$ cat src/rtl/id_ex_pipe_reg.sv
// ID/EX pipeline register: decoded operands/control captured from decode,
// held on stall, replaced by a bubble on flush or when decode is empty.
// Ports:
//   clk, reset          : clock; async active-high reset
//   stall, flush        : hazard-unit hold and bubble-insert requests
//   id_*                : decode-stage fields (valid, pc, operands, control)
//   ex_*                : registered copies presented to execute
//   stall_cnt,
//   bubble_cnt          : event counters, present only with ID_EX_PERF_CNT_EN
module id_ex_pipe_reg #(
  parameter int DATA_W = 32,
  parameter int REG_AW = 5,
  parameter int CNT_W  = 32
) (
  input  logic              clk,
  input  logic              reset,
  input  logic              stall,
  input  logic              flush,
  input  logic              id_valid,
  input  logic [DATA_W-1:0] id_pc,
  input  logic [DATA_W-1:0] id_rs1_data,
  input  logic [DATA_W-1:0] id_rs2_data,
  input  logic [DATA_W-1:0] id_imm,
  input  logic [REG_AW-1:0] id_rs1,
  input  logic [REG_AW-1:0] id_rs2,
  input  logic [REG_AW-1:0] id_rd,
  input  logic [1:0]        id_alu_op,
  input  logic [3:0]        id_funct,
  input  logic              id_alu_src,
  input  logic              id_branch,
  input  logic              id_mem_read,
  input  logic              id_mem_write,
  input  logic              id_mem_to_reg,
  input  logic              id_reg_write,
  output logic              ex_valid,
  output logic [DATA_W-1:0] ex_pc,
  output logic [DATA_W-1:0] ex_rs1_data,
  output logic [DATA_W-1:0] ex_rs2_data,
  output logic [DATA_W-1:0] ex_imm,
  output logic [REG_AW-1:0] ex_rs1,
  output logic [REG_AW-1:0] ex_rs2,
  output logic [REG_AW-1:0] ex_rd,
  output logic [1:0]        ex_alu_op,
  output logic [3:0]        ex_funct,
  output logic              ex_alu_src,
  output logic              ex_branch,
  output logic              ex_mem_read,
  output logic              ex_mem_write,
  output logic              ex_mem_to_reg,
  output logic              ex_reg_write
`ifdef ID_EX_PERF_CNT_EN
  ,
  output logic [CNT_W-1:0]  stall_cnt,
  output logic [CNT_W-1:0]  bubble_cnt
`endif
);

  typedef struct packed {
    logic              valid;
    logic [DATA_W-1:0] pc;
    logic [DATA_W-1:0] rs1_data;
    logic [DATA_W-1:0] rs2_data;
    logic [DATA_W-1:0] imm;
    logic [REG_AW-1:0] rs1;
    logic [REG_AW-1:0] rs2;
    logic [REG_AW-1:0] rd;
    logic [1:0]        alu_op;
    logic [3:0]        funct;
    logic              alu_src;
    logic              branch;
    logic              mem_read;
    logic              mem_write;
    logic              mem_to_reg;
    logic              reg_write;
  } ex_t;

  ex_t  r_ex;
  ex_t  w_load;
  logic w_bubble;
  logic w_hold;

  // x0 is hardwired: never let a write to it reach writeback
  always_comb begin
    w_load            = '0;
    w_load.valid      = 1'b1;
    w_load.pc         = id_pc;
    w_load.rs1_data   = id_rs1_data;
    w_load.rs2_data   = id_rs2_data;
    w_load.imm        = id_imm;
    w_load.rs1        = id_rs1;
    w_load.rs2        = id_rs2;
    w_load.rd         = id_rd;
    w_load.alu_op     = id_alu_op;
    w_load.funct      = id_funct;
    w_load.alu_src    = id_alu_src;
    w_load.branch     = id_branch;
    w_load.mem_read   = id_mem_read;
    w_load.mem_write  = id_mem_write;
    w_load.mem_to_reg = id_mem_to_reg;
    w_load.reg_write  = id_reg_write & (id_rd != '0);
  end

  // flush beats stall; an empty decode slot becomes a bubble
  assign w_hold   = stall & ~flush;
  assign w_bubble = flush | (~stall & ~id_valid);

  always_ff @(posedge clk or posedge reset) begin
    if (reset) begin
      r_ex <= '0;
    end else if (w_bubble) begin
      r_ex <= '0;
    end else if (!w_hold) begin
      r_ex <= w_load;
    end
  end

  assign ex_valid      = r_ex.valid;
  assign ex_pc         = r_ex.pc;
  assign ex_rs1_data   = r_ex.rs1_data;
  assign ex_rs2_data   = r_ex.rs2_data;
  assign ex_imm        = r_ex.imm;
  assign ex_rs1        = r_ex.rs1;
  assign ex_rs2        = r_ex.rs2;
  assign ex_rd         = r_ex.rd;
  assign ex_alu_op     = r_ex.alu_op;
  assign ex_funct      = r_ex.funct;
  assign ex_alu_src    = r_ex.alu_src;
  assign ex_branch     = r_ex.branch;
  assign ex_mem_read   = r_ex.mem_read;
  assign ex_mem_write  = r_ex.mem_write;
  assign ex_mem_to_reg = r_ex.mem_to_reg;
  assign ex_reg_write  = r_ex.reg_write;

`ifdef ID_EX_PERF_CNT_EN
  logic [CNT_W-1:0] r_stall_cnt;
  logic [CNT_W-1:0] r_bubble_cnt;

  always_ff @(posedge clk or posedge reset) begin
    if (reset) begin
      r_stall_cnt  <= '0;
      r_bubble_cnt <= '0;
    end else begin
      if (w_hold)   r_stall_cnt  <= r_stall_cnt + 1'b1;
      if (w_bubble) r_bubble_cnt <= r_bubble_cnt + 1'b1;
    end
  end

  assign stall_cnt  = r_stall_cnt;
  assign bubble_cnt = r_bubble_cnt;
`endif

endmodule

$ cat config.mk
export PLATFORM = sky130hd
export DESIGN_NAME = id_ex_pipe_reg
export DESIGN_NICKNAME = d
export VERILOG_FILES = /design/src/rtl/id_ex_pipe_reg.sv
export SDC_FILE = /design/constraint.sdc
export NUM_CORES = 1
export LEC_CHECK = 0
export CAP_MARGIN = 20
export CORE_UTILIZATION = 38
export DETAILED_ROUTE_END_ITERATION = 10
export GPL_TIMING_DRIVEN = 0
export PLACE_DENSITY = 0.9
export SETUP_SLACK_MARGIN = 0.2
export SLEW_MARGIN = 10
export SYNTH_ARGS = -nofsm -noshare
export SYNTH_HDL_FRONTEND = slang
export SYNTH_SLANG_ARGS = --single-unit
export TNS_END_PERCENT = 5
$ cat constraint.sdc
create_clock -name clk -period 6.9 [get_ports clk]
set_input_delay 1.38 -clock clk [delete_from_list [all_inputs] [get_ports clk]]
set_output_delay 1.38 -clock clk [all_outputs]
set_load 0.01 [all_outputs]
### Yosys cells after proc, flatten, opt, wreduce, memory -nomap -nowiden

Cells that the tools add are included.

| storage, ports and cells | value |
|---|---|
| register bits | 156 |
| output and inout port bits | 156 |
| bits of input ports | 160 |
| word-level logic and storage cells | 27 |

| operators by class | value |
|---|---|
| equality and inequality tests | 1 |
| mux-type cells | 2 |
| bitwise operators | 7 |
| reductions and logical operators | 1 |

Operator list:

| operator | count |
|---|---|
| 156-bit 2-to-1 mux | 2 |
| 5-bit nonzero test | 1 |
| 1-bit bitwise AND | 3 |
| 1-bit inverter | 3 |
| 2-bit != test, second input constant | 1 |
| 1-bit OR | 1 |

### Logic depth before layout (Yosys ltp)

| logic depth | value |
|---|---|
| depth in word-level cells | 4 |
| depth in mapped cells | 4 |
| gate-level depth less buffers | 3 |

### Worst setup path before layout

No wires, ideal clock.

| timing | value |
|---|---|
| path kind | input-to-reg |
| start | in stall |
| end | reg r_ex (netlist bit ex_rs1_data[0]) |
| buffers on the path | 2 |
| cell stages on the path | 4 |
| arrival time | 2050 ps |
| slack | 4729 ps |
| required time | 6779 ps |
| library setup time | 121 ps |
| cells stage by stage | nor2b_2 > buf_4 > buf_2 > a22o_1 |

| between the ends | value |
|---|---|
| word-level cells in the longest chain between the ends | 4 |
| elaborated cells on any way between the ends | 6 |
| classes of those cells | eq/ne: 1; mux: 1; bitwise: 4 |

Ends and longest elaborated chain:

| item | line | RTL |
|---|---|---|
| start: declaration | 17 | `input logic stall,` |
| 1-bit inverter | 105 | `assign w_bubble = flush \| (~stall & ~id_valid);` |
| 1-bit bitwise AND | 105 |  |
| 1-bit OR | 105 |  |
| 2-bit != test (no source line) / 156-bit 2-to-1 mux (equally long branches) | -- |  |
| end signal: assignment | 113 | `r_ex <= w_load;` |
| end: declaration | 77 | `ex_t r_ex;` |

Several ways; a longest one is shown, not always the timed one.
A chain may end at the register's enable or synchronous reset.

### Final worst setup path

| timing | value |
|---|---|
| start | reg r_ex (netlist bit ex_rs2_data[3]) |
| end | out ex_rs2_data[3] |

RTL lines:

| item | line | RTL |
|---|---|---|
| end: declaration | 38 | `output logic [DATA_W-1:0] ex_rs2_data,` |

No word-level cell between the ends.

==> flow_summary_export.csv <==
group,metric,value,unit
route,wl_per_cell,20.0,um
clocking,tritoncts,"yes",
power,clockPowerShare,42.4,%
route,drtIter0Drc,199,
sta,fin_skew,0,ps
clocking,clock_path_buffers,2,
floorplanning,die_w,123,um
power,power_switching,0.000492,W
clocking,clk_pin_slew,60,ps
clocking,ctsResizeCount,0,
synth,synth.yosys.seq_area_share,70.3,%
clocking,insertion_delay,410,ps
worst_hold_path,whs_endpoint,"ex_valid$_DFFE_PP0P_",
power,seqPwrFrac,44.9,%
placement,hpwl,13000,um
floorplanning,io_pins,316,
power,p_int,0.00167,W
floorplanning,die-height,123,um
grt,grt_pass1_wl,25800,um
cells_and_area,final_cell_mix,"clkdlybuf4s50_1 (315), dfrtp_1 (156), a22o_1 (154), clkbuf_16 (17), buf_2 (16)",
grt,antenna_found_initial,0,
power,peakVddDrop,0.000145,V
placement,placed_area,8970,um2
synth,syn_area,5550,um2
sta,finalSetupViolCount,0,
cells_and_area,stdcell_count,880,
power,swShare,22.7,%
synth,synth_seq_cells,156,
run,cap_violations,0,
grt,grt_pass1_vias,4796,
synth,avgSynthCellArea,15.8,um2
synth,syn_inst,352,
synth,syn_nets,512,
setup_path,r2r-start,"ex_rs2_data[3]$_DFFE_PP0P_",
floorplanning,core,14000,um2
placement,placedCellCount,848,
synth,ys_types,14,
cells_and_area,syn_to_final_growth,71.9,%
sta,fin_hold_ws,483,ps
setup_path,slowest_stage,"clkdlybuf4s50_1",
cells_and_area,layout_commonest_cell,"clkdlybuf4s50_1",
placement,place_congestion,0.783,
clocking,post-cts-setup-buffers,0,
power,leakagePower,4.31,nW
grt,grt_usage,23.2,%
worst_hold_path,hp-start,"ex_valid$_DFFE_PP0P_",
setup_path,rr_endpoint,"ex_rs2_data[3]$_DFFE_PP0P_",
sta,maxSlewHeadroom,62.7,%
setup_path,crit_type,"reg2out",
setup_path,path_max_fanout,2,
synth,synth_top_area_share,70.3,%
clocking,ctsHoldBuffers,0,
cells_and_area,design_area,9550,um2
cells_and_area,n_antenna_cell,0,
sta,finalMaxSlewViolations,0,
cells_and_area,nFillCells,935,
route,drc,0,
grt,grt_max_degree,80,
floorplanning,start_util,39.5,%
status,status,"completed",
placement,portBuffers,315,
sta,tightest_slew,559,ps
power,powerDensity,227,nW/um2
power,power,0.00216,W
clocking,htree_levels,4,
setup_path,cp_cell_sequence,"clkdlybuf4s50_1",
cells_and_area,drive_gt1_share,9.29,%
route,routed_wl,17600,um
setup_path,rr_worst_depth,1,
setup_path,r2r_setup_slack,6140,ps
clocking,numCtsBuffers,17,
clocking,clock-sinks,156,
setup_path,critical_path_required,5520,ps
route,vias_per_cell,5.15,
worst_hold_path,hold_path.class,"reg2reg",
sta,layout_min_cycle_time,2770,ps
route,ant_nets,0,
floorplanning,die-area,15100,um2
power,p_comb_share,12.7,%
worst_hold_path,hold_path_depth,1,
synth,yosysWarnings,0,
setup_path,path_depth,1,
sta,timing.final.crit_share,40.2,%
clocking,root_buffer,"clkbuf_16",
sta,max_freq,0.361,GHz
sta,rsz0062_at_grt,"false",
synth,synth.area.top_cells,"dfrtp_1 (70%), a22o_1 (24%), buf_6 (2.0%), buf_2 (1.4%), buf_4 (0.81%)",
floorplanning,rows,43,
route,dr.pass1.iters,4,
setup_path,startpoint_type,"register",
cells_and_area,nets,847,
setup_path,critPathTopFamily,"buffers and inverters",
route,vias,4536,
grt,gr-total-overflow,0,
setup_path,slowest_delay,580,ps
setup_path,arrival,1390,ps
setup_path,cp-end-kind,"primary output",
synth,synth_top_area_cell,"dfrtp_1",
setup_path,crit_buf_inv,1,
sta,final-hold-violation-count,0,
[per-stage QoR]
step	util [%]	TNS (ps)	setup WS [ps]
2_1_floorplan	-	0	1310
3_3_place_gp	63.6	-43090	-285
3_5_place_dp	63.9	0	4010
4_1_cts	68.0	0	4120
5_1_grt	68.0	0	4090
6_report	68.0	0	4130
[layout make-up]
type / count / area, um2 / share of cell area (%)
well taps: 180 / 225 / 2.36
repair buffers: 316 / 3180 / 33.3
inverters: 1 / 11.3 / 0.118
clock inverters: 10 / 116 / 1.22
multi-input cells: 161 / 1400 / 14.7
flip-flops and latches: 156 / 3900 / 40.9
clock buffers: 22 / 464 / 4.86
plain buffers: 34 / 245 / 2.57
[metal layers]
metal | part of all wire (%) | global-route usage (%) | vias to the layer above
met5 | 0 | 0 | -
met4 | 2.6 | 10.2 | 0
met3 | 7.7 | 7.85 | 36
met2 | 52 | 39.9 | 219
met1 | 38 | 25.9 | 2248
li1 | - | - | 2033
[cells in the mapped netlist]
library cell,number
nor3b_2,1
buf_2,16
nor3_1,1
nor2b_2,1
buf_4,6
dfrtp_1,156
a22o_1,154
nand2_1,1
inv_1,1
nor2_1,1
a21o_1,1
clkbuf_1,2
a32o_1,1
buf_6,10
[how the worst max path moves through the flow]
stage / startpoint / slack [ps] / end
floorplan: reset / 1310 / ex_alu_op[0]$_DFFE_PP0P_
global placement: reset / -290 / ex_pc[17]$_DFFE_PP0P_
detailed placement: stall / 4010 / ex_rs2[1]$_DFFE_PP0P_
CTS: ex_rs2_data[3]$_DFFE_PP0P_ / 4120 / ex_rs2_data[3]
global route: ex_rs1[0]$_DFFE_PP0P_ / 4090 / ex_rs1[0]
finish: ex_rs2_data[3]$_DFFE_PP0P_ / 4130 / ex_rs2_data[3]
[kinds of logic (layout without fill, tap and decap cells)]
logic type / count (synthesis) / in the layout / synth area share (%)
flip-flops: 156 / 156 / 70.3
buffers and inverters: 35 / 383 / 4.48
AND/OR/NAND/NOR: 5 / 5 / 0.608
AO/OA/AOI/OAI: 156 / 156 / 24.6
[power groups by stage]
stage               combinational [W]  sequential, W  clock, W
floorplan                   0.0000710        0.00100         0
global placement             0.000267       0.000985         0
detailed placement           0.000277       0.000986         0
CTS                          0.000279       0.000971  0.000933
global route                 0.000293       0.000974  0.000975
finish                       0.000275       0.000971  0.000917
(Power assumes the default switching activity.)
